--- src/rtl/multi_clockdiv.sv ---
// N-channel programmable 50%-duty clock divider with edge strobes.
// New divisors are staged per channel and applied only on a period boundary.
`timescale 1ns/1ps
module multi_clockdiv #(
    parameter int NCH          = 4,
    parameter int CNT_W        = 32,
    parameter int DEFAULT_HALF = 250000000,
    localparam int CH_W        = (NCH > 1) ? $clog2(NCH) : 1
) (
    input  logic             iclk,
    input  logic             rst,
    input  logic [NCH-1:0]   en,
    input  logic             sync,
    input  logic             cfg_valid,
    input  logic [CH_W-1:0]  cfg_ch,
    input  logic [CNT_W-1:0] cfg_half,
    output logic             cfg_ready,
    output logic [NCH-1:0]   pending,
    output logic [NCH-1:0]   oclk,
    output logic [NCH-1:0]   otick
);

    // Channel numbers with no lane behind them stay ready so writes drain.
    always_comb begin
        cfg_ready = 1'b1;
        for (int i = 0; i < NCH; i++)
            if (cfg_ch == CH_W'(i)) cfg_ready = ~pending[i];
    end

    for (genvar i = 0; i < NCH; i++) begin : g_lane
        multi_clockdiv_lane #(
            .CNT_W        (CNT_W),
            .DEFAULT_HALF (DEFAULT_HALF)
        ) u_lane (
            .iclk    (iclk),
            .rst     (rst),
            .en      (en[i]),
            .sync    (sync),
            .wr      (cfg_valid && cfg_ready && (cfg_ch == CH_W'(i))),
            .wr_half (cfg_half),
            .pending (pending[i]),
            .oclk    (oclk[i]),
            .otick   (otick[i])
        );
    end

endmodule

module multi_clockdiv_lane #(
    parameter int CNT_W        = 32,
    parameter int DEFAULT_HALF = 250000000
) (
    input  logic             iclk,
    input  logic             rst,
    input  logic             en,
    input  logic             sync,
    input  logic             wr,
    input  logic [CNT_W-1:0] wr_half,
    output logic             pending,
    output logic             oclk,
    output logic             otick
);

    logic [CNT_W-1:0] count;
    logic [CNT_W-1:0] active;
    logic [CNT_W-1:0] pend_val;
    logic             at_end;

    // >= rather than == so a count beyond the half-period still terminates.
    assign at_end = (count >= (active - CNT_W'(1)));

    always_ff @(posedge iclk or posedge rst) begin
        if (rst) begin
            count    <= '0;
            oclk     <= 1'b0;
            otick    <= 1'b0;
            pending  <= 1'b0;
            pend_val <= '0;
            active   <= CNT_W'(DEFAULT_HALF);
        end else begin
            if (sync) begin
                count <= '0;
                oclk  <= 1'b0;
                otick <= 1'b0;
            end else if (!en) begin
                otick <= 1'b0;
                if (pending) begin
                    active  <= pend_val;
                    pending <= 1'b0;
                    count   <= '0;
                    oclk    <= 1'b0;
                end
            end else if (at_end) begin
                count <= '0;
                oclk  <= ~oclk;
                otick <= ~oclk;
                // Falling edge closes a full period: safe point to swap divisor.
                if (oclk && pending) begin
                    active  <= pend_val;
                    pending <= 1'b0;
                end
            end else begin
                count <= count + CNT_W'(1);
                otick <= 1'b0;
            end
            // A write is only accepted while pending is clear, so it never races the clear above.
            if (wr) begin
                pending  <= 1'b1;
                pend_val <= (wr_half == '0) ? CNT_W'(1) : wr_half;
            end
        end
    end

endmodule
--- config.mk ---
export PLATFORM = sky130hd
export DESIGN_NAME = multi_clockdiv
export DESIGN_NICKNAME = d
export VERILOG_FILES = /design/src/rtl/multi_clockdiv.sv
export SDC_FILE = /design/constraint.sdc
export NUM_CORES = 1
export LEC_CHECK = 0
export CORE_MARGIN = 5
export CORE_UTILIZATION = 49
export CTS_BUF_LIST = sky130_fd_sc_hd__clkbuf_16
export DETAILED_ROUTE_END_ITERATION = 12
export PLACE_DENSITY = 0.75
export SYNTH_ARGS = -nofsm -noshare
export SYNTH_HDL_FRONTEND = slang
export SYNTH_SLANG_ARGS = --single-unit
--- constraint.sdc ---
create_clock -name iclk -period 26.7 [get_ports iclk]
set_input_delay 2.67 -clock iclk [delete_from_list [all_inputs] [get_ports iclk]]
set_output_delay 2.67 -clock iclk [all_outputs]
set_load 0.03 [all_outputs]
==> summary.txt <==
Outcome
  – Status: finished clean

Timing
  – Final period utilization: 27.3%
  – RSZ-0062 raised after global routing: false
  – Max Fclk: 137 MHz
  – Slew of the pin with the lowest slew margin: 1.08 ns
  – Setup TNS: 0 ns
  – Hold Vio Cnt, Final: 0
  – Final setup fails: 0
  – Tmin final: 7.28 ns
  – Slew Viols, Final: 0
  – Relative slew slack: about 28%
  – Skew final: 0.00960 ns
  – Worst hold slack: ~0.5 ns

Power and ir drop
  – Combinational share of power: 25.4%
  – Reg power frac: 47.2%
  – Clock power frac: 27.4%
  – Pint: about 0.0014 W
  – PwrDens: 86.0 nW/um2
  – VDD IR max: 0.0446 mV
  – Sw Share: between 30% and 40%
  – Switching power: 0.000654 W
  – Leakage: a little under 10 nW
  – Tot Pwr: slightly above 0.002 W

Global routing
  – GR Util All Layers: 19.8%
  – Initial antenna violation count: 0
  – Largest net degree at the start of global routing: 202
  – Number of global-route vias before repair: 14600
  – First-pass GRT wire length: 77600 um
  – GRT overflow: 0

Clocking
  – Cts bufs inserted: 41
  – Post-CTS Resized: 0
  – Clock tree from TritonCTS: built
  – Htree depth: 2
  – Clk slew on worst S/H paths: 0.06 ns
  – Clock buffer depth: 3
  – Skew-Pair Late Insertion Delay: between 0.5 and 0.6 ns
  – Clock Sinks: between 300 and 400
  – Clk root buf: clkbuf_16
  – Post-CTS Setup Inserts: 0
  – Hold-fix buffers, CTS: 0

Finish
  – # diodes: 0
  – Design area: between 20000 and 25000 um2
  – Share of cells above drive strength 1: between 20% and 30%
  – Non-filler instance count after layout: 2596
  – Area Overhead vs Synth: 11.9%
  – Nets: 2158
  – Fill count: around 3500
  – Most common cell after layout, fill and taps aside: dfrtp_1
  – Reg area: 9970 um2
  – Most frequent cells in the layout: dfrtp_1 (344), mux2_2 (253), nor2_1 (231)
  – Area of the multi-input gates: 10900 um2

Place
  – IO buf count: 54
  – Placed instance count: 2522
  – HPWL after DPL: roughly 33000 um
  – Area post-placement: 22500 um2
  – RePlAce Congestion: 0.829

Floorplanning
  – Num ports: 55
  – Die area: 47600 um2
  – DIE WIDTH: 218 um
  – Core ar.: 43000 um2
  – Rows: 76
  – Initial core utilization: 49.4%
  – Die Y: 218 um

Synth
  – Main combinational cell family by area after synthesis: simple AND/OR/NAND/NOR gates
  – Synth area leaders: dfrtp_1 (41%), mux2_2 (13%), ha_1 (8.0%)
  – Number of synthesized register bits: 396
  – Post-Syn Area: 21300 um2
  – Synth area leader: dfrtp_1
  – Post-synthesis mux area share: a little over an eighth
  – Syn_area_per_cell: 11.1 um2
  – Mapped Cells: between 1500 and 2000
  – Sequential fraction of the synthesis area: 46.9%
  – Asr flop ratio synth: between 90% and 100%
  – XOR/XNOR Fraction of Synth Area: 9.69%
  – Synth top area share: 40.5%
  – EDFF count, synth: 0
  – Synth warn: 0
  – Synth Area in Compound Gates: 4.29%
  – Adder-cell share of the synthesized area: roughly 8.0%
  – Simple-Gate Fraction of Synth Area: between 10% and 20%
  – Most used DFF post-synth: dfrtp_1
  – Syn Nets: 2101
  – Distinct cells, synth: 71

Critical path
  – Critical path, cell by cell: clkdlybuf4s50_1 -> mux4_2 -> inv_1 -> clkdlybuf4s50_1
  – Slowest CP cell: clkdlybuf4s50_1
  – Critical path's largest stage delay: between 0.6 and 0.7 ns
  – Worst Setup Path Type: input pin to primary output
  – CP most frequent cell: clkdlybuf4s50_1
  – Crit end category: primary output
  – Critical path fanouts, max: 5
  – Crit start category: input pin
  – Worst Path Required: 24.03 ns
  – Crit path DAT: 4.61 ns
  – Crit path max-delay family: buffers and inverters
  – Crit path buffers/inverters: 3

Run
  – Max Cap Viol: 0

Routing
  – Avg WL per Cell: 17.9 um
  – DR DRC count: 0
  – Via count: 14500
  – ANT nets after route: 0
  – Routed via count divided by cell count: ~5.6
  – DRT Pass-1 Iters: 5
  – DR iter-0 viols: roughly 810
  – WL final: 46600 um

Worst hold path
  – Worst Hold Class: flop to flop
==> flip-flops by register name, summed over array words and instances (netlist names) <==
| name | count |
|---|---|
| g_lane.u_lane.otick | 4 |
| g_lane.u_lane.pending | 4 |
| g_lane.u_lane.active | 128 |
| g_lane.u_lane.oclk | 4 |
| g_lane.u_lane.count | 128 |
| g_lane.u_lane.pend_val | 128 |
==> cells in the mapped netlist, types with 3 or more instances <==
cell      count
or2_2         5
a221oi_1      3
o31ai_1       3
a31oi_1       7
and4_1       11
a31o_2        3
nand2_1     114
xor2_1      114
nand2b_1      5
nor4_2        3
nor3_1       68
o21ai_0      26
xnor2_1     121
buf_2        12
a21oi_1      57
nand3_1      55
mux2_2      253
clkbuf_1     32
nor4b_1       3
nor4_1       34
ha_1        136
or4_4         3
nor2b_1       6
or4b_2        3
or4_1        21
inv_1        44
and3_1       11
dfstp_2      52
nand4_1      50
nor3b_1       4
or3_1        14
a221o_1       3
a21o_1        9
buf_4        12
a211oi_1      3
dfrtp_1     344
nor2_1      231
nand3b_1      5
==> power groups by stage <==
stage	Combinational (W)	Clock [W]	Sequential [W]
4_1_cts	0.000522	0.000572	0.000962
3_3_place_gp	0.000484	0	0.000954
5_1_grt	0.000583	0.000598	0.000990
6_report	0.000519	0.000560	0.000966
2_1_floorplan	0.000413	0	0.000914
3_5_place_dp	0.000514	0	0.000967
==> worst reg2reg max path, cell delays in order, from the launching register on <==
cell and delay (ns):
dfrtp_1 0.43, nor4_1 0.52, and3_1 0.36, nand2_1 0.10
or4_1 0.49, nand2b_1 0.27, nor3_1 0.22, xnor2_1 0.18
ha_1 0.28, a21oi_1 0.14, o21ai_0 0.10, a221oi_1 0.84
o32ai_1 0.32, o311ai_4 0.27, buf_4 0.43, mux2_2 0.42
==> layout make-up <==
| cell class | count | area share, % |
|---|---|---|
| Inverter | 44 | 0.726 |
| Timing Repair Buffer | 71 | 2.86 |
| Multi-Input combinational cell | 1426 | 45.9 |
| Tap cell | 585 | 3.08 |
| Sequential cell | 396 | 41.9 |
| Clock buffer | 41 | 4.31 |
| Clock inverter | 33 | 1.17 |
==> per-stage QoR <==
stage | setup WS, ns | utilization, %
global placement | 19.47 | 52.3
CTS | 19.40 | 55.3
floorplan | 13.11 | -
global route | 19.35 | 55.3
detailed placement | 19.41 | 52.3
finish | 19.42 | 55.3
==> worst paths after layout <==
check | slack (ns) | depth (start not counted) | to | startpoint
max | 19.42 | 4 | cfg_ready | cfg_ch[0]
min | 0.50 | 2 | g_lane[3].u_lane.pend_val[0] | g_lane[3].u_lane.pend_val[0]
max reg2reg | 21.20 | 15 | g_lane[0].u_lane.active[6] | g_lane[0].u_lane.active[2]
min reg2reg | 0.50 | 2 | g_lane[3].u_lane.pend_val[0] | g_lane[3].u_lane.pend_val[0]
max in group asynchronous | 22.43 | 3 | g_lane[3].u_lane.count[16] | rst
min in group asynchronous | 2.71 | 2 | g_lane[0].u_lane.pend_val[0] | rst
==> cells by family after synthesis <==
logic type      Yosys count
flops                   396
compound gates          143
fa+ha+maj               136
buf+inv                 101
simple gates            658
mux                     254
xor+xnor                235
==> metal layers <==
layer | global-route usage (%) | wire length [um]
met3 | 2.74 | 1660
met2 | 33.2 | 22400
met4 | 5.88 | 1360
met5 | 0 | 0
met1 | 27.1 | 21200
(Power assumes the default switching activity.)
